File: src/rtl/skip_add32_seq.sv
// Byte-serial adder: one 8-bit carry-skip adder is reused once per byte,
// least significant byte first, behind valid/ready handshakes on both sides.

module skip_adder8 (
  output logic [7:0] s,
  output logic       co,
  input  logic [7:0] a,
  input  logic [7:0] b,
  input  logic       ci
);
  logic [7:0] w_p;
  logic [7:0] w_g;
  logic [4:0] w_c_lo;
  logic [4:0] w_c_hi;
  logic       w_blk0_co;

  function automatic logic [4:0] ripple4(input logic [3:0] g, input logic [3:0] p, input logic c);
    logic [4:0] r;
    r[0] = c;
    for (int i = 0; i < 4; i++) r[i+1] = g[i] | (p[i] & r[i]);
    return r;
  endfunction

  assign w_p = a ^ b;
  assign w_g = a & b;

  // A nibble whose bits all propagate passes its carry-in straight through.
  assign w_c_lo    = ripple4(w_g[3:0], w_p[3:0], ci);
  assign w_blk0_co = (&w_p[3:0]) ? ci : w_c_lo[4];
  assign w_c_hi    = ripple4(w_g[7:4], w_p[7:4], w_blk0_co);
  assign co        = (&w_p[7:4]) ? w_blk0_co : w_c_hi[4];
  assign s         = w_p ^ {w_c_hi[3:0], w_c_lo[3:0]};
endmodule

module skip_add32_seq #(
  parameter int NBYTES = 4
) (
  input  logic                  clk,
  input  logic                  rst,
  input  logic                  in_valid,
  output logic                  in_ready,
  input  logic [8*NBYTES-1:0]   a,
  input  logic [8*NBYTES-1:0]   b,
  input  logic                  ci,
  output logic                  out_valid,
  input  logic                  out_ready,
  output logic [8*NBYTES-1:0]   sum,
  output logic                  co
);
  localparam int W     = 8 * NBYTES;
  localparam int IDX_W = $clog2(NBYTES);
  localparam logic [IDX_W-1:0] LAST = IDX_W'(NBYTES - 1);

  typedef enum logic [1:0] {S_IDLE, S_RUN, S_DONE} state_t;

  state_t           r_state;
  state_t           w_next;
  logic [W-1:0]     r_a;
  logic [W-1:0]     r_b;
  logic [W-1:0]     r_sum;
  logic             r_carry;
  logic [IDX_W-1:0] r_idx;
  logic [7:0]       w_s;
  logic             w_co;
  logic [IDX_W+2:0] w_bit;

  assign w_bit = {r_idx, 3'b000};

  skip_adder8 u_add (
    .s  (w_s),
    .co (w_co),
    .a  (r_a[w_bit +: 8]),
    .b  (r_b[w_bit +: 8]),
    .ci (r_carry)
  );

  always_ff @(posedge clk) begin
    if (rst) r_state <= S_IDLE;
    else     r_state <= w_next;
  end

  always_comb begin
    w_next    = r_state;
    in_ready  = 1'b0;
    out_valid = 1'b0;
    case (r_state)
      S_IDLE: begin
        in_ready = 1'b1;
        if (in_valid) w_next = S_RUN;
      end
      S_RUN: begin
        if (r_idx == LAST) w_next = S_DONE;
      end
      S_DONE: begin
        out_valid = 1'b1;
        if (out_ready) w_next = S_IDLE;
      end
      default: w_next = S_IDLE;
    endcase
  end

  // Untouched sum bytes keep their old contents until overwritten in RUN.
  always_ff @(posedge clk) begin
    if (rst) begin
      r_a     <= '0;
      r_b     <= '0;
      r_sum   <= '0;
      r_carry <= 1'b0;
      r_idx   <= '0;
    end else begin
      case (r_state)
        S_IDLE: begin
          if (in_valid) begin
            r_a     <= a;
            r_b     <= b;
            r_carry <= ci;
            r_idx   <= '0;
          end
        end
        S_RUN: begin
          r_sum[w_bit +: 8] <= w_s;
          r_carry           <= w_co;
          r_idx             <= r_idx + IDX_W'(1);
        end
        default: ;
      endcase
    end
  end

  assign sum = r_sum;
  assign co  = r_carry;
endmodule

File: config.mk
export PLATFORM = sky130hd
export DESIGN_NAME = skip_add32_seq
export DESIGN_NICKNAME = d
export VERILOG_FILES = /design/src/rtl/skip_add32_seq.sv
export SDC_FILE = /design/constraint.sdc
export NUM_CORES = 1
export LEC_CHECK = 0
export CAP_MARGIN = 40
export CELL_PAD_IN_SITES_DETAIL_PLACEMENT = 1
export CELL_PAD_IN_SITES_GLOBAL_PLACEMENT = 1
export CORE_AREA = 3 3 125 127
export DETAILED_ROUTE_END_ITERATION = 6
export DIE_AREA = 0 0 128 130
export DONT_BUFFER_PORTS = 1
export PLACE_DENSITY = 0.63
export SYNTH_ARGS = -nofsm -noshare
export SYNTH_HDL_FRONTEND = slang
export SYNTH_SLANG_ARGS = --single-unit
export TNS_END_PERCENT = 100
File: constraint.sdc
create_clock -name clk -period 10.1 [get_ports clk]
set_input_delay 0.505 -clock clk [delete_from_list [all_inputs] [get_ports clk]]
set_output_delay 0.505 -clock clk [all_outputs]
set_load 0.01 [all_outputs]
==> results_dict.tcl, run 1 <==
set metrics [dict create \
    diodes 0 \
    cts_root_buf "clkbuf_16" \
    grt_setup_unrepaired "no" \
    worst-endpoint-required_ns 10.34 \
    fin_crit_ns 4.81 \
    powerDensity_nw_per_um2 182 \
    io_pins 104 \
    htreeDepth 3 \
    dp_cells 637 \
    crit_buf_inv 2 \
    tightest_slew_ns 0.644 \
    crit_top_cell "fa_1" \
    wl_per_cell_um 18.5 \
    drc 0 \
    path_class "flop to flop" \
    finalMaxSlewViolations 0 \
    path_cells "mux4_2, fa_1, inv_1, fa_1, fa_1, fa_1, nand2_1, o21ai_0, fa_1, fa_1, fa_1, inv_1, fa_1, a22oi_1, nor2_1" \
    rows 44 \
    insertion_delay_ns 0.36 \
    crit_path_start "r_idx[0]" \
    critPathSlowestCell "dfxtp_1" \
    timing.fmax_ghz 0.208 \
    synth_top_area_share_pct 46.5 \
    synth_nets 571 \
    synth_cell_types 32 \
    ff2ff_setup_slack_ns 5.29 \
    drive_above_1_share_pct 8.33 \
    worstReg2RegEnd "sum[31]" \
    fin_hold_ws_ns 0.215 \
    syn_inst 481 \
    cts.sinks 101 \
    ir_drop_v 0.0000841 \
    ys_top_cells_by_area "dfxtp_1, nand2_1, mux4_2, a21oi_1, a2bb2oi_1" \
    layout_commonest_cell "nand2_1" \
    fin_crit_sh_pct 47.6 \
    hpwlAfterDp_um 9190 \
    area_growth_pct 10.3 \
    hold_buffers 0 \
    drt_iter0_drc 108 \
    instances_no_fill 652 \
    first_pass_iters 4 \
    min_path_type "input pin to flop" \
    layout_common_cells "nand2_1, dfxtp_1, a21oi_1, nor2_1, a2bb2oi_1" \
    crit_fanout 12 \
    dr_total_vias 3263 \
    cts_buffers 9 \
    cap_violations 0 \
    status "finished, final reports clean" \
    ys_ff_latch 101 \
    grt_pass1_wl_um 18800 \
    r2r-start "r_idx[0]" \
    rr_worst_depth 15 \
    cts_tree "done" \
    via_per_inst 5.00 \
    synth_warnings 0 \
    antenna_found_initial 0 \
    nNetsFinal 554 \
    end_kind "flop" \
    path_clk_slew_ns 0.07 \
    max-slew-margin-rel_pct 57.0 \
    fp.dieW_um 128 \
    grt_max_degree 102 \
    grt_usage_pct 14.8 \
    die_y_um 130 \
    power.leakage_nw 1.73 \
    post-cts-setup-buffers 0 \
    setup_viol 0 \
    fin_tns_setup_ns 0 \
    ctsResizeCount 0 \
    slowest_delay_ns 0.73 \
    finalHoldViolations 0 \
    worstSetupStartpointType "flop" \
    place_congestion 0.777 \
    floorplan.initialDensity_pct 29.9 \
    drtAntennaViolNets 0 \
    die_area_um2 16600 \
    min_from "rst" \
    seq_area_frac_synth_pct 46.5 \
    min_to "r_b[23]" \
    port_buffers 0 \
    netlist_area_um2 4350 \
    cp.arrival_ns 5.05 \
    yosysTopAreaCell "dfxtp_1" \
    grt-ovfl-total 0 \
    core_area_um2 14500 \
    grt_pass1_vias 3498 \
    fin_worst_skew_ns 0.0120 \
    clk_path_buf_depth 2 \
    drt-total-wl_um 12100 \
    cp_top_family "adder cells" \
    synth.avg_cell_area_um2 9.04 \
    hold_path_depth 1 \
]
-- worst max-delay path by stage --
| stage | depth (start not counted) | end | slack, ns |
|---|---|---|---|
| after floorplan | 18 | sum[31] | 5.46 |
| after global placement | 15 | sum[15] | 5.44 |
| after detailed placement | 15 | sum[31] | 5.24 |
| after CTS | 15 | sum[31] | 5.22 |
| after global routing | 15 | sum[31] | 4.99 |
| final | 15 | sum[31] | 5.29 |
-- through the flow --
stage / instance area (um2) / power, mW / utilization, % / setup WS [ns]
finish: 4800 / 0.872 / 33.0 / 5.29
global route: 4800 / 0.909 / 33.0 / 4.99
CTS: 4800 / 0.885 / 33.0 / 5.22
detailed placement: 4500 / 0.533 / 30.9 / 5.24
global placement: 4460 / 0.526 / 30.7 / 5.44
floorplan: 4350 / 0.508 / - / 5.46
-- sequential cells by signal, summed over array words and instances (netlist names) --
| signal | cells |
|---|---|
| r_a | 32 |
| co | 1 |
| r_b | 32 |
| r_idx | 2 |
| r_state | 2 |
| sum | 32 |
-- area by class of cell --
type	count	area [um2]
clock inverter	5	58.8
sequential	101	2020
multi-input combinational	331	2130
fill	1687	9740
tap	184	230
inverter	17	63.8
clock buffer	10	239
timing repair buffer	4	55.1
-- worst reg2reg max path, delay by kind of cell (launching register included) --
family / cells / cell delay (ns)
adders and majority gates: 8 / 2.98
and+or+nand+nor: 2 / 0.15
muxes: 1 / 0.40
AOI/OAI and AO/OA: 2 / 0.31
buffers and inverters: 2 / 0.13
DFF: 1 / 0.73
-- logic make-up (layout without fill, tap and decap cells) --
family          after synthesis  in the layout  share of synthesized area [%]
simple gates                190            190                           18.3
compound gates              103            103                           14.6
flops                       101            101                           46.5
buf+inv                      49             36                           4.66
fa+ha+maj                    21             21                           7.42
mux                          17             17                           8.52
-- per-layer routing --
layer | wire [um] | GRT usage [%] | up-vias | share of wire, %
met5 | 0 | 0 | - | 0
met4 | 276 | 5.74 | 0 | 2.3
met3 | 755 | 4.99 | 15 | 6.3
met2 | 6130 | 26.3 | 75 | 51
met1 | 4900 | 16.3 | 1588 | 41
li1 | - | - | 1585 | -
-- cells in the mapped netlist (all sizes together) --
library cell	number
nand2	135
dfxtp	101
a21oi	66
nor2	35
a2bb2oi	24
clkbuf	19
inv	17
mux4	16
buf	13
ha	13
a22oi	10
fa	8
nand4	4
nor2b	3
and4	2
nand3	2
a31oi	1
and2	1
and3	1
mux2i	1
nand2b	1
nand3b	1
nand4bb	1
nor3	1
nor3b	1
nor4b	1
o21ai	1
o21bai	1
or4b	1
-- where the power goes --
part	switching [mW]	internal (mW)
logic	0.0506	0.0413
registers	0.0138	0.415
clock network	0.153	0.198
total	0.217	0.654
(Power assumes the default switching activity.)
==> run 2, diff against run 1 <==
- PLACE_DENSITY: 0.63 -> 0.65
- clock period: 10.1 -> 3.92 ns (I/O delays scaled with it)
==> run 2 against run 1 <==
Effect of this change:
- the flow now finishes with violations (hold timing, setup timing)
- sequential power rose to 2.6 times the previous value
- clock-buffer cell count did not move
- flip-flop and latch count did not move
- final cell count rose by 16%
- register-to-register slack got worse by 5.5 ns
- global-route usage rose by 2.4 points
- via count rose by 14%
- sequential share of layout area fell by 7.6 points
- largest power group unchanged
- core utilization rose by 7.3 points
- clock power rose to 2.6 times the previous value
- clock skew fell by 0.0034 ns
==> results_dict.tcl, run 2 (same netlist as run 1, synthesis figures left out) <==
set metrics [dict create \
    status "finished, violations left" \
    violations "hold timing, setup timing" \
    setup_viol 4 \
    antenna_found_initial 0 \
    fin_crit_sh_pct 105 \
    cp.arrival_ns 4.37 \
    crit_top_cell "fa_2" \
    ir_drop_v 0.000197 \
    first_pass_iters 4 \
    fin_util_pct 40.3 \
    cts_buffers 9 \
    final_area_um2 5860 \
    path_class "flop to flop" \
    layout_common_cells "nand2_1, dfxtp_1, dlygate4sd3_1, a21oi_1, nor2_1" \
    fp.dieW_um 128 \
    port_buffers 0 \
    finalPower_mw 2.33 \
    insertion_delay_ns 0.35 \
    diodes 0 \
    timing.fmax_ghz 0.242 \
    drt-total-wl_um 13800 \
    finalMaxSlewViolations 0 \
    drt_iter0_drc 132 \
    dpl_cell_area_um2 4590 \
    grt_setup_unrepaired "yes" \
    drc 0 \
    fin_crit_ns 4.13 \
    drtAntennaViolNets 0 \
    layout_commonest_cell "nand2_1" \
    swShare_pct 25.0 \
    cts_tree "done" \
    fin_ws_ns -0.214 \
    core_area_um2 14500 \
    critPathSlowestCell "fa_2" \
    grt-ovfl-total 0 \
    cts_root_buf "clkbuf_16" \
    rows 44 \
    clkPwrFrac_pct 38.8 \
    powerDensity_nw_per_um2 398 \
    share_seq_of_total_power_pct 47.1 \
    htreeDepth 3 \
    finalHoldViolations 13 \
    clk_path_buf_depth 2 \
    p_switching_uw 584 \
    hold_buffers 88 \
    fin_worst_skew_ns 0.00862 \
    fin_hold_ws_ns -0.0691 \
    max-slew-margin-rel_pct 51.4 \
    power.leakage_nw 2.38 \
    worst-endpoint-required_ns 4.16 \
    dr_total_vias 3712 \
    floorplan.initialDensity_pct 29.9 \
    path_clk_slew_ns 0.07 \
    path_cells "mux4_2, fa_2, inv_2, fa_2, fa_2, fa_2, nand2_2, o21ai_2, fa_2, fa_2, fa_2, inv_2, fa_2, a22oi_1, nor2_1" \
    die_y_um 130 \
    nNetsFinal 657 \
    drive_above_1_share_pct 12.8 \
    grt_pass1_vias 4115 \
    grt_usage_pct 17.2 \
    p_int_mw 1.75 \
    min_path_type "input pin to flop" \
    hpwlAfterDp_um 9510 \
    area_growth_pct 34.8 \
    via_per_inst 4.92 \
    tightest_slew_ns 0.726 \
    place_congestion 0.839 \
    n_fill_cell 1699 \
    cts.sinks 101 \
    wl_per_cell_um 18.3 \
    io_pins 104 \
    comb_power_share_pct 14.1 \
    crit_buf_inv 2 \
    grt_max_degree 102 \
    worstSetupStartpointType "flop" \
    grt_pass1_wl_um 22000 \
    crit_fanout 5 \
    slowest_delay_ns 0.47 \
    end_kind "flop" \
    cp_top_family "adder cells" \
    cap_violations 0 \
    die_area_um2 16600 \
]
==> run 2: worst reg2reg max path, delay by kind of cell (launching register included) <==
kind            cells  cell delay, ns
compound gates      2            0.24
fa+ha+maj           8            2.79
buf+inv             2            0.10
flops               1            0.37
mux                 1            0.38
simple gates        2            0.14
==> run 2: final timing paths <==
| check | startpoint | to | slack (ns) | cells after the start |
|---|---|---|---|---|
| max | r_idx[0] | sum[15] | -0.21 | 15 |
| max reg2reg | r_idx[0] | sum[15] | -0.21 | 15 |
| min reg2reg | sum[6] | sum[6] | 0.55 | 2 |
| min | rst | co | -0.07 | 1 |
==> run 2: power groups by stage <==
stage                     registers [mW]  clock network (mW)  logic (mW)
after global routing                1.10               0.980       0.365
after global placement              1.12                   0       0.245
after detailed placement            1.12                   0       0.263
final                               1.10               0.907       0.329
after floorplan                     1.11                   0       0.206
after CTS                           1.10               0.940       0.323
==> run 2: layer usage <==
layer	vias to the layer above	track usage (%)	routed length, um
li1	1796	-	-
met1	1817	19.2	5580
met2	80	31.0	7250
met3	19	4.34	677
met4	0	7.43	308
met5	-	0	0
==> run 2: metrics by stage <==
step,setup WS [ns],std cells,setup TNS [ns]
finish,-0.214,755,-0.759
global route,-0.320,755,-1.50
CTS,-0.161,754,-0.634
detailed placement,-0.180,645,-0.704
global placement,-0.0670,643,-0.262
floorplan,-0.236,481,-0.944
==> run 2: what timing repair did <==
| item | CTS | global route |
|---|---|---|
| hold endpoints to repair | 101 | 13 |
| setup endpoints to repair | 4 | 9 |
| buffers inserted | 6 | 1 |
| gates resized for setup | 3 | 6 |
| pin swaps | 1 | 4 |
==> run 2: cell type report <==
| type | instances | area [um2] | share of cell area [%] |
|---|---|---|---|
| Sequential cell | 101 | 2030 | 34.5 |
| Clock inverter | 5 | 61.3 | 1.05 |
| Inverter | 17 | 63.8 | 1.09 |
| Tap cell | 184 | 230 | 3.93 |
| Clock buffer | 10 | 239 | 4.08 |
| Timing Repair Buffer | 107 | 1060 | 18.0 |
| Multi-Input combinational cell | 331 | 2190 | 37.3 |
==> run 3, diff against run 2 <==
- ABC_AREA: default -> 1
- CORE_AREA: 3 3 125 127 -> 3 3 122 136
- DIE_AREA: 0 0 128 130 -> 0 0 125 139
- PLACE_DENSITY: 0.65 -> 0.66
==> run 3 against run 2 <==
Effect of this change:
- fmax down 4.1%
- first-iteration DRC count up 41%
- die area up 4.4%
- the flow still finishes with violations (hold timing, setup timing)
- critical path type unchanged
- clock skew down 0.0025 ns
- worst hold slack worse by 0.030 ns
- routed wire length up 3.4%
- flip-flop and latch count unchanged
- sequential share of layout area up 1.9 points
- sequential power up 5%
- core utilization down 4.4 points
==> results_dict.tcl, run 3 <==
set metrics [dict create \
    min_from "rst" \
    die_area_um2 17400 \
    cp.arrival_ns 4.56 \
    synth_ff_type "dfxtp_1" \
    ys_ff_latch 101 \
    clk_path_buf_depth 2 \
    powerDensity_nw_per_um2 455 \
    end_kind "flop" \
    htreeDepth 3 \
    synth.avg_cell_area_um2 7.62 \
    path_clk_slew_ns 0.07 \
    ys_top_cells_by_area "dfxtp_1, nor2_1, o21ai_0, nand2_1, a21oi_1" \
    synth_nets 692 \
    grt-ovfl-total 0 \
    synth_edf_count 0 \
    yosysTopAreaCell "dfxtp_1" \
    path_class "flop to flop" \
    synth_warnings 0 \
    worstSetupStartpointType "flop" \
    drtAntennaViolNets 0 \
    seq_area_frac_synth_pct 44.1 \
    cts_buffers 9 \
    hold_buffers 27 \
    ir_drop_v 0.000249 \
    drt_iter0_drc 186 \
    min_path_type "input pin to flop" \
    wl_per_cell_um 17.0 \
    synth_cell_types 28 \
    fin_worst_skew_ns 0.00614 \
    power.leakage_nw 2.21 \
    tightest_slew_ns 0.556 \
    die_y_um 139 \
    fin_util_pct 35.9 \
    layout_commonest_cell "nor2_1" \
    crit_path_start "r_idx[0]" \
    area_growth_pct 21.4 \
    port_buffers 0 \
    post-place-ws_ns -0.516 \
    drc 0 \
    dp_cells 784 \
    crit_fanout 7 \
    drive_above_1_share_pct 14.3 \
    drt-total-wl_um 14300 \
    fin_crit_ns 4.31 \
    netlist_area_um2 4590 \
    finalMaxSlewViolations 0 \
    grt_setup_unrepaired "yes" \
    fin_ws_ns -0.390 \
    grt_usage_pct 16.3 \
    status "finished, violations left" \
    grt_use_met2_pct 29.3 \
    fp.dieW_um 125 \
    diodes 0 \
    synth_most_common_cell "nor2_1" \
    max-slew-margin-rel_pct 62.7 \
    finalHoldViolations 12 \
    via_per_inst 4.92 \
    grt_max_degree 68 \
    fin_crit_sh_pct 110 \
    violations "hold timing, setup timing" \
    timing.fmax_ghz 0.232 \
    r2r-start "r_idx[0]" \
    dr_total_vias 4124 \
    synthArstFlopShare_pct 0 \
    grt_use_met3_pct 3.51 \
    insertion_delay_ns 0.35 \
    io_pins 104 \
    first_pass_iters 4 \
    setup_viol 9 \
    grtUsageMet1_pct 18.7 \
    synth_top_area_share_pct 44.1 \
    grt_pass1_vias 4401 \
    fin_tns_setup_ns -1.94 \
    instances_no_fill 838 \
    cts_tree "done" \
    cap_violations 0 \
    cts.sinks 101 \
    synth_common_cells "nor2_1, dfxtp_1, o21ai_0" \
    layout_common_cells "nor2_1, dfxtp_1, o21ai_0, nand2_1, a21oi_1" \
    fin_hold_ws_ns -0.0988 \
    antenna_found_initial 0 \
    hpwlAfterDp_um 10500 \
    syn_inst 602 \
    cts_root_buf "clkbuf_16" \
    grt-busiest-layer "met2" \
    rows 48 \
    nNetsFinal 723 \
    core_area_um2 15500 \
    floorplan.initialDensity_pct 29.6 \
    place_congestion 0.862 \
    worst-endpoint-required_ns 4.17 \
    grt_pass1_wl_um 22500 \
]
run 3: path summary, 6_finish.rpt:
| kind | endpoint | slack (ns) | cells past startpoint |
|---|---|---|---|
| setup / recovery | sum[15] | -0.39 | 18 |
| hold / removal | sum[22] | -0.1 | 1 |
| setup reg to reg | sum[15] | -0.39 | 18 |
| hold reg to reg | r_a[15] | 0.48 | 2 |
run 3: routing by layer:
layer / part of all wire [%] / vias up
li1: - / 2035
met1: 42 / 1976
met2: 51 / 92
met3: 4.7 / 21
met4: 2.2 / 0
met5: 0 / -
run 3: timing repair:
item | in CTS | in global routing
cloned | 0 | 0
hold endpoints to repair | 39 | 12
buffers inserted | 7 | 5
gates resized for setup | 14 | 15
setup endpoints to repair | 9 | 12
pin swaps | 4 | 9
run 3: area by class of cell:
class / count / area (um2)
flip-flops and latches: 101 / 2030
repair buffers: 59 / 534
inverters: 29 / 116
well taps: 200 / 250
fillers: 1873 / 9930
clock buffers: 14 / 274
multi-input cells: 433 / 2350
clock inverters: 2 / 15.0
run 3: cells by family after synthesis:
family                   after synthesis  synth area share (%)
flip-flops                           101                  44.1
AND/OR/NAND/NOR                      265                  23.3
buffers and inverters                 68                  7.53
AO/OA/AOI/OAI                        147                  18.0
adder cells (fa/ha/maj)               21                  7.04
run 3: worst max-delay path, stage by stage, from the launching register on:
cell and delay [ns]:
dfxtp_4 0.42, o21ai_1 0.13, o22ai_4 0.22, fa_2 0.23, inv_2 0.04, fa_2 0.33
fa_2 0.36, fa_2 0.33, o21bai_4 0.17, and2_4 0.14, fa_2 0.33, fa_2 0.35
fa_2 0.34, inv_2 0.06, fa_1 0.41, nand2_2 0.11, nor2_2 0.05, a22oi_2 0.12
nor2_1 0.05
run 3: metrics by stage:
stage | instance area, um2 | total power, mW
floorplan | 4670 | 1.48
global placement | 4800 | 1.60
detailed placement | 4820 | 1.62
CTS | 5480 | 2.55
global route | 5570 | 2.68
finish | 5570 | 2.54
run 3: power by group:
part	total, mW	leakage (nW)	internal (mW)	switching, mW
clock network	0.877	0.143	0.485	0.392
registers	1.15	0.832	1.09	0.0554
logic	0.509	1.23	0.203	0.306
total	2.54	2.21	1.78	0.753
